File: src/rtl/vx_serial_mul_pkg.sv
// -----------------------------------------------------------------------------
// vx_serial_mul_pkg
//
// Purpose : Shared constants for the serial shift-add multiplier slice:
//           FSM state encodings, bits retired per step, and a helper that
//           turns the multiplier width into the number of accumulate steps.
//
// Build option:
//   VX_SERIAL_MUL_RADIX4_EN - when defined, two multiplier bits are retired
//                             per cycle (radix-4); otherwise one (radix-2).
// -----------------------------------------------------------------------------
package vx_serial_mul_pkg;

  // Two-state control FSM, kept as plain constants for legacy tools.
  localparam logic ST_IDLE = 1'b0;
  localparam logic ST_BUSY = 1'b1;

`ifdef VX_SERIAL_MUL_RADIX4_EN
  localparam int BITS_PER_STEP = 2;
`else
  localparam int BITS_PER_STEP = 1;
`endif

  // Number of accumulate/shift steps needed to consume a width_b multiplier.
  function automatic int step_count(input int width_b);
    return width_b / BITS_PER_STEP;
  endfunction

endpackage

File: src/rtl/vx_serial_mul_lane.sv
// -----------------------------------------------------------------------------
// vx_serial_mul_lane
//
// Purpose : One lane of the serial multiplier. On load it captures the
//           unsigned magnitudes of both operands and the sign of the final
//           product; on each step it conditionally adds |A| into the upper
//           half of the accumulator and shifts {carry, acc, multiplier} right.
//           The low WIDTHP bits of the (optionally negated) product are
//           presented combinationally from the held registers.
//
// Ports   :
//   clk         in   clock
//   load_i      in   capture new operands (takes priority over step_i)
//   step_i      in   perform one accumulate/shift step
//   a_i         in   operand A (multiplicand), WIDTHA bits
//   b_i         in   operand B (multiplier), WIDTHB bits
//   signed_a_i  in   treat A as two's complement
//   signed_b_i  in   treat B as two's complement
//   result_o    out  low WIDTHP bits of the signed/unsigned product
//
// Build option:
//   VX_SERIAL_MUL_RADIX4_EN - retire two multiplier bits per step using a
//                             precomputed 3x|A|; otherwise one bit per step.
// -----------------------------------------------------------------------------
module vx_serial_mul_lane #(
  parameter int WIDTHA = 32,
  parameter int WIDTHB = 32,
  parameter int WIDTHP = WIDTHA + WIDTHB
) (
  input  logic              clk,
  input  logic              load_i,
  input  logic              step_i,
  input  logic [WIDTHA-1:0] a_i,
  input  logic [WIDTHB-1:0] b_i,
  input  logic              signed_a_i,
  input  logic              signed_b_i,
  output logic [WIDTHP-1:0] result_o
);
  import vx_serial_mul_pkg::*;

  // Operand magnitudes. Negating the most-negative value wraps back to
  // 2^(W-1), which is exactly the correct unsigned magnitude.
  logic              a_neg;
  logic              b_neg;
  logic [WIDTHA-1:0] a_mag;
  logic [WIDTHB-1:0] b_mag;

  assign a_neg = signed_a_i & a_i[WIDTHA-1];
  assign b_neg = signed_b_i & b_i[WIDTHB-1];
  assign a_mag = a_neg ? -a_i : a_i;
  assign b_mag = b_neg ? -b_i : b_i;

  logic [WIDTHA-1:0] a_mag_q, a_mag_d;
  logic [WIDTHA-1:0] acc_hi_q, acc_hi_d;
  logic [WIDTHB-1:0] mult_q, mult_d;
  logic              neg_q, neg_d;

  // Next accumulator/multiplier values for one step.
  logic [WIDTHA-1:0] acc_step;
  logic [WIDTHB-1:0] mult_step;

`ifdef VX_SERIAL_MUL_RADIX4_EN
  // 3x|A| is precomputed at load so a step never needs two adders in series.
  logic [WIDTHA+1:0] a3_q, a3_d;
  logic [WIDTHA+1:0] addend;
  logic [WIDTHA+1:0] sum;

  always_comb begin
    case (mult_q[1:0])
      2'd0:    addend = '0;
      2'd1:    addend = {2'b00, a_mag_q};
      2'd2:    addend = {1'b0, a_mag_q, 1'b0};
      default: addend = a3_q;
    endcase
  end

  // acc_hi < 2^WA and addend < 3*2^WA, so the sum fits in WA+2 bits.
  assign sum       = {2'b00, acc_hi_q} + addend;
  assign acc_step  = sum[WIDTHA+1:2];
  assign mult_step = {sum[1:0], mult_q[WIDTHB-1:2]};
`else
  logic [WIDTHA:0] sum;

  assign sum       = {1'b0, acc_hi_q} + (mult_q[0] ? {1'b0, a_mag_q} : '0);
  assign acc_step  = sum[WIDTHA:1];
  assign mult_step = {sum[0], mult_q[WIDTHB-1:1]};
`endif

  // NOTE: every signal assigned in always_comb gets a default first so no
  // path leaves it unassigned and no latch is inferred.
  always_comb begin
    a_mag_d  = a_mag_q;
    acc_hi_d = acc_hi_q;
    mult_d   = mult_q;
    neg_d    = neg_q;
`ifdef VX_SERIAL_MUL_RADIX4_EN
    a3_d     = a3_q;
`endif
    if (load_i) begin
      a_mag_d  = a_mag;
      acc_hi_d = '0;
      mult_d   = b_mag;
      neg_d    = a_neg ^ b_neg;
`ifdef VX_SERIAL_MUL_RADIX4_EN
      a3_d     = {2'b00, a_mag} + {1'b0, a_mag, 1'b0};
`endif
    end else if (step_i) begin
      acc_hi_d = acc_step;
      mult_d   = mult_step;
    end
  end

  // NOTE: datapath registers carry no reset; their contents are only
  // observed while the top asserts valid_out, which the control FSM gates.
  always_ff @(posedge clk) begin
    a_mag_q  <= a_mag_d;
    acc_hi_q <= acc_hi_d;
    mult_q   <= mult_d;
    neg_q    <= neg_d;
`ifdef VX_SERIAL_MUL_RADIX4_EN
    a3_q     <= a3_d;
`endif
  end

  // After the last step the multiplier register holds the low product bits.
  logic [WIDTHA+WIDTHB-1:0] prod;

  assign prod     = {acc_hi_q, mult_q};
  // A zero magnitude negates to zero, so the negate flag is harmless there.
  assign result_o = neg_q ? WIDTHP'(-prod) : WIDTHP'(prod);

endmodule

File: src/rtl/vx_serial_mul.sv
// -----------------------------------------------------------------------------
// vx_serial_mul
//
// Purpose : Multi-lane serial (shift-add) multiplier with valid/ready
//           handshakes on both sides. One request is in flight at a time;
//           all lanes run in lockstep from a shared step counter and tag.
//           Latency from the accept cycle to valid_out is WIDTHB+1 cycles
//           (WIDTHB/2+1 with radix-4). The result is held until consumed.
//
// Ports   :
//   clk        in   clock
//   reset      in   synchronous, active-high reset
//   valid_in   in   request valid
//   ready_in   out  request accepted when high together with valid_in
//   dataa      in   LANES x WIDTHA operand A, lane 0 in the low bits
//   datab      in   LANES x WIDTHB operand B, lane 0 in the low bits
//   signed_a   in   treat A as two's complement
//   signed_b   in   treat B as two's complement
//   tag_in     in   request tag
//   result     out  LANES x WIDTHP low product bits, lane 0 in the low bits
//   valid_out  out  result valid
//   ready_out  in   consumer ready
//   tag_out    out  tag of the held result
//
// Build option:
//   VX_SERIAL_MUL_RADIX4_EN - two multiplier bits per cycle (WIDTHB must be
//                             even); results are bit-identical to radix-2.
// -----------------------------------------------------------------------------
module vx_serial_mul #(
  parameter int WIDTHA = 32,
  parameter int WIDTHB = 32,
  parameter int WIDTHP = WIDTHA + WIDTHB,
  parameter int LANES  = 1,
  parameter int TAGW   = 1
) (
  input  logic                    clk,
  input  logic                    reset,
  input  logic                    valid_in,
  output logic                    ready_in,
  input  logic [LANES*WIDTHA-1:0] dataa,
  input  logic [LANES*WIDTHB-1:0] datab,
  input  logic                    signed_a,
  input  logic                    signed_b,
  input  logic [TAGW-1:0]         tag_in,
  output logic [LANES*WIDTHP-1:0] result,
  output logic                    valid_out,
  input  logic                    ready_out,
  output logic [TAGW-1:0]         tag_out
);
  import vx_serial_mul_pkg::*;

  localparam int             CNT_W    = $clog2(WIDTHB + 1);
  localparam logic [CNT_W-1:0] CNT_LOAD = CNT_W'(step_count(WIDTHB));

  logic             state_q, state_d;
  logic [CNT_W-1:0] cnt_q, cnt_d;
  logic [TAGW-1:0]  tag_q;

  logic push;
  logic pop;
  logic step;

  // ready_in stays low for the whole BUSY period, including the pop cycle,
  // so a new request can only be accepted the cycle after a pop.
  assign ready_in  = (state_q == ST_IDLE);
  assign valid_out = (state_q == ST_BUSY) && (cnt_q == '0);
  assign push      = valid_in && ready_in;
  assign pop       = valid_out && ready_out;
  assign step      = (state_q == ST_BUSY) && (cnt_q != '0);

  always_comb begin
    state_d = state_q;
    cnt_d   = cnt_q;
    case (state_q)
      ST_IDLE: begin
        if (push) begin
          state_d = ST_BUSY;
          cnt_d   = CNT_LOAD;
        end
      end
      default: begin
        if (cnt_q != '0) begin
          cnt_d = cnt_q - CNT_W'(1);
        end
        if (pop) begin
          state_d = ST_IDLE;
        end
      end
    endcase
  end

  // A reset mid-operation simply drops the request: the counter returns to
  // zero in IDLE so no stale valid_out can appear.
  always_ff @(posedge clk) begin
    if (reset) begin
      state_q <= ST_IDLE;
      cnt_q   <= '0;
    end else begin
      state_q <= state_d;
      cnt_q   <= cnt_d;
    end
  end

  // Tag is only meaningful while valid_out is high; captured with the operands.
  always_ff @(posedge clk) begin
    if (push) begin
      tag_q <= tag_in;
    end
  end

  assign tag_out = tag_q;

  for (genvar g = 0; g < LANES; g++) begin : g_lane
    vx_serial_mul_lane #(
      .WIDTHA (WIDTHA),
      .WIDTHB (WIDTHB),
      .WIDTHP (WIDTHP)
    ) u_lane (
      .clk        (clk),
      .load_i     (push),
      .step_i     (step),
      .a_i        (dataa[g*WIDTHA +: WIDTHA]),
      .b_i        (datab[g*WIDTHB +: WIDTHB]),
      .signed_a_i (signed_a),
      .signed_b_i (signed_b),
      .result_o   (result[g*WIDTHP +: WIDTHP])
    );
  end

endmodule

File: config.mk
export PLATFORM = sky130hd
export DESIGN_NAME = vx_serial_mul
export DESIGN_NICKNAME = d
export VERILOG_FILES = /design/src/rtl/vx_serial_mul_pkg.sv /design/src/rtl/vx_serial_mul_lane.sv /design/src/rtl/vx_serial_mul.sv
export SDC_FILE = /design/constraint.sdc
export NUM_CORES = 1
export LEC_CHECK = 0
export ABC_AREA = 1
export ABC_CLOCK_PERIOD_IN_PS = 3470
export CORE_UTILIZATION = 45
export CTS_CLUSTER_DIAMETER = 30
export DETAILED_ROUTE_END_ITERATION = 8
export PLACE_DENSITY = 0.73
export SYNTH_ARGS = -nofsm -noshare
export SYNTH_HDL_FRONTEND = slang
export SYNTH_SLANG_ARGS = --single-unit
File: constraint.sdc
create_clock -name clk -period 3.47 [get_ports clk]
set_input_delay 0.347 -clock clk [delete_from_list [all_inputs] [get_ports clk]]
set_output_delay 0.347 -clock clk [all_outputs]
set_load 0.005 [all_outputs]
==> flow_metrics.py <==
metrics = {
    "cells_and_area": {
        "nets": 1925,
        "drive_above_1_share_pct": 4.555,
        "fin_area_um2": 12330,
        "syn_to_final_growth_pct": 18.85,
        "diodes": 0,
        "n_fill_cell": 2277,
    },
    "global_route": {
        "grt_pass1_wl_mm": 53.28,
        "grt_max_degree": 56,
        "antenna_found_initial": 0,
        "grt_overflow": 0,
        "grt_pass1_vias": 9933,
        "grt_use_total_pct": 29.11,
    },
    "route": {
        "drtIter0Drc": 1001,
        "via_count": 11080,
        "drc": 0,
        "wl_per_cell_um": 16.34,
        "via_per_inst": 5.259,
        "wirelength_mm": 34.42,
        "antenna_left": 0,
        "firstDrtPassIters": 6,
    },
    "clock_network": {
        "cts_tree": "built",
        "clk_latency_ps": 370,
        "cts.htree.levels": 3,
        "clock_sink_count": 105,
        "cts-root-buf": "clkbuf_16",
        "ctsHoldBuffers": 0,
        "cts_resized": 0,
        "cts_inserted_buffers": 9,
        "clockBufferDepth": 2,
        "postCtsSetupRepairBufs": 0,
        "clk_pin_slew_ps": 70,
    },
    "setup_path": {
        "cp_top_family": "simple AND/OR/NAND/NOR gates",
        "crit_required_ps": 3120,
        "crit_top_cell": "nand2_1",
        "rr_endpoint": "g_lane[0].u_lane.acc_hi_q[18]",
        "worstRegToRegCells": 13,
        "worst_setup_path_end_kind": "primary output",
        "reg2reg_from": "g_lane[0].u_lane.mult_q[0]",
        "slowest_delay_ps": 490,
        "ff2ff_setup_slack_ps": 810,
        "worstSetupPathType": "flop to primary output",
        "cp_num_buf_inv": 2,
        "path_cells": "inv_1, nand4_1, nor2_1, nand2_1, nor3_1, nand3_1, nand2_1, nand2_1, nand2_1, clkdlybuf4s50_1",
        "cp_data_arrival_time_ps": 2880,
        "critPathLaunchType": "flop",
        "crit_path_max_fanout": 6,
        "crit_slowest_cell": "clkdlybuf4s50_1",
    },
    "flow_run": {
        "max-cap-violations": 0,
    },
    "logic_synthesis": {
        "yosysWarnings": 0,
        "ys_seq_area_share_pct": 26.63,
        "syn_area_um2": 10370,
        "ys_types": 44,
        "synth_top_area_share_pct": 19.93,
        "ys_ff_latch": 105,
        "avgSynthCellArea_um2": 6.121,
        "syn_inst": 1695,
        "synth_fp_nets": 1803,
        "synth.area.top_cells": "nand2_1 (20%), edfxtp_1 (19%), inv_1 (10%), dfxtp_1 (7.5%), nor2_1 (7.0%)",
        "yosys.area.top_type": "nand2_1",
    },
    "floorplanning": {
        "coreArea_um2": 22640,
        "dieHeight_um": 153.8,
        "ioPinCount": 138,
        "die_area_um2": 23670,
        "start_util_pct": 45.82,
        "num_rows": 55,
        "die_w_um": 153.8,
    },
    "timing": {
        "slew_viol_final": 0,
        "setup_viol": 0,
        "rsz0062_at_grt": "no",
        "max_freq_mhz": 309.5,
        "min_period_ps": 3231,
        "hold_violations": 0,
        "fin_crit_sh_pct": 93.12,
        "slew_headroom_pct": 51.03,
        "setup_tns_ps": 0,
        "clock_skew_ps": 13.71,
        "hold_slack_ps": 487.8,
        "worstMarginPinSlew_ps": 733.7,
    },
    "min_path": {
        "hold_end": "cnt_q[5]",
        "hold_path_startpoint": "cnt_q[5]",
        "hold_path_depth": 2,
        "hold_class": "flop to flop",
    },
    "placement": {
        "hpwl_mm": 28.02,
        "numPortBuffers": 137,
        "gp_congestion": 0.9932,
        "dpl-instance-area_um2": 12030,
    },
    "status": {
        "status": "finished, final reports clean",
    },
    "pwr": {
        "max-vdd-ir-drop_mv": 0.2567,
        "p_leak_uw": 0.006038,
        "p_per_area_nw_per_um2": 577.2,
    },
}
-- per-layer routing --
metal	up-vias	part of all wire (%)	track usage [%]	wire, µm
li1	5559	-	-	-
met1	4947	48	43.34	16510
met2	518	40	40.71	13800
met3	56	9.1	6.285	3144
met4	0	2.8	10.48	962
met5	-	0	0	0
-- synth_stat cells (all sizes together) --
cell / number
a31oi: 7
nand3: 123
nor2: 214
a21o: 1
o22ai: 8
inv: 287
nor4: 1
a21oi: 53
clkbuf: 21
clkinv: 2
o21ai: 87
dfxtp: 39
nor3: 32
fa: 1
xnor2: 27
or2: 1
o211ai: 3
a221oi: 1
ha: 36
nand3b: 5
a21boi: 1
edfxtp: 66
xor2: 76
buf: 14
o31ai: 1
o21bai: 2
and3: 1
nand4: 22
nand2: 562
a32oi: 1
-- worst max-delay path by stage --
stage	slack, ps	to	depth (start not counted)	startpoint
global placement	770	result[58]	10	g_lane[0].u_lane.acc_hi_q[2]
finish	240	result[58]	10	g_lane[0].u_lane.acc_hi_q[2]
CTS	310	result[40]	11	g_lane[0].u_lane.mult_q[1]
detailed placement	720	result[40]	11	g_lane[0].u_lane.mult_q[1]
floorplan	1030	g_lane[0].u_lane.mult_q[0]	8	cnt_q[0]
global route	130	result[58]	10	g_lane[0].u_lane.acc_hi_q[2]
-- final cells by class --
type,count,area [µm²],share of cell area (%)
Tap cell,285,356.6,2.892
Inverter,289,1085,8.798
Clock buffer,10,229.0,1.857
Sequential cell,105,2763,22.40
Multi-Input combinational cell,1266,6370,51.66
Timing Repair Buffer,146,1451,11.77
Clock inverter,6,76.32,0.6190
-- power breakdown --
part	switching, µW	internal (µW)	total (µW)	leakage [µW]
sequential	385	1670	2060	0.000961
combinational	2430	1540	3970	0.00493
clock	522	573	1100	0.000149
total	3330	3780	7120	0.00604
-- per-stage QoR --
| stage | util (%) | worst slack (ps) | total power [µW] | instances |
|---|---|---|---|---|
| global placement | 53.11 | 765.4 | 5938 | 2091 |
| floorplan | - | 1031 | 4350 | 1695 |
| CTS | 54.46 | 312.7 | 7065 | 2107 |
| detailed placement | 53.11 | 716.4 | 5962 | 2091 |
| global route | 54.46 | 129.7 | 7597 | 2107 |
| finish | 54.46 | 238.8 | 7118 | 2107 |
-- cell families after synthesis --
logic type,count (synthesis),share of synthesized area (%)
flip-flops,105,26.63
adder cells (fa/ha/maj),37,4.534
buffers and inverters,324,12.00
AND/OR/NAND/NOR,961,39.63
XOR/XNOR,103,8.695
AO/OA/AOI/OAI,165,8.514
-- sequential cells by signal (all words and copies together), names as in the netlist --
register	cells
state_q	1
g_lane.u_lane.mult_q	32
tag_out	1
g_lane.u_lane.a_mag_q	32
g_lane.u_lane.acc_hi_q	32
g_lane.u_lane.neg_q	1
cnt_q	6
-- cells in the final DEF (no fill, tap or decap), drive strengths merged, types with 2 or more instances in the layout --
| master | count |
|---|---|
| clkdlybuf4s50 | 137 |
| clkinv | 5 |
| nor2 | 214 |
| clkbuf | 10 |
| nand2 | 562 |
| o21bai | 2 |
| o22ai | 8 |
| nand3 | 123 |
| nand4 | 22 |
| xnor2 | 27 |
| nor3 | 32 |
| a31oi | 7 |
| xor2 | 76 |
| inv | 289 |
| buf | 9 |
| edfxtp | 66 |
| o211ai | 3 |
| ha | 36 |
| o21ai | 87 |
| a21oi | 53 |
| nand3b | 5 |
| dfxtp | 39 |
-- worst min-delay path, delay by kind of cell (launching register included) --
family	cells	cell delay, ps
simple gates	1	60
compound gates	1	60
flops	1	310
Note: power is estimated with default switching activity, not from simulation.
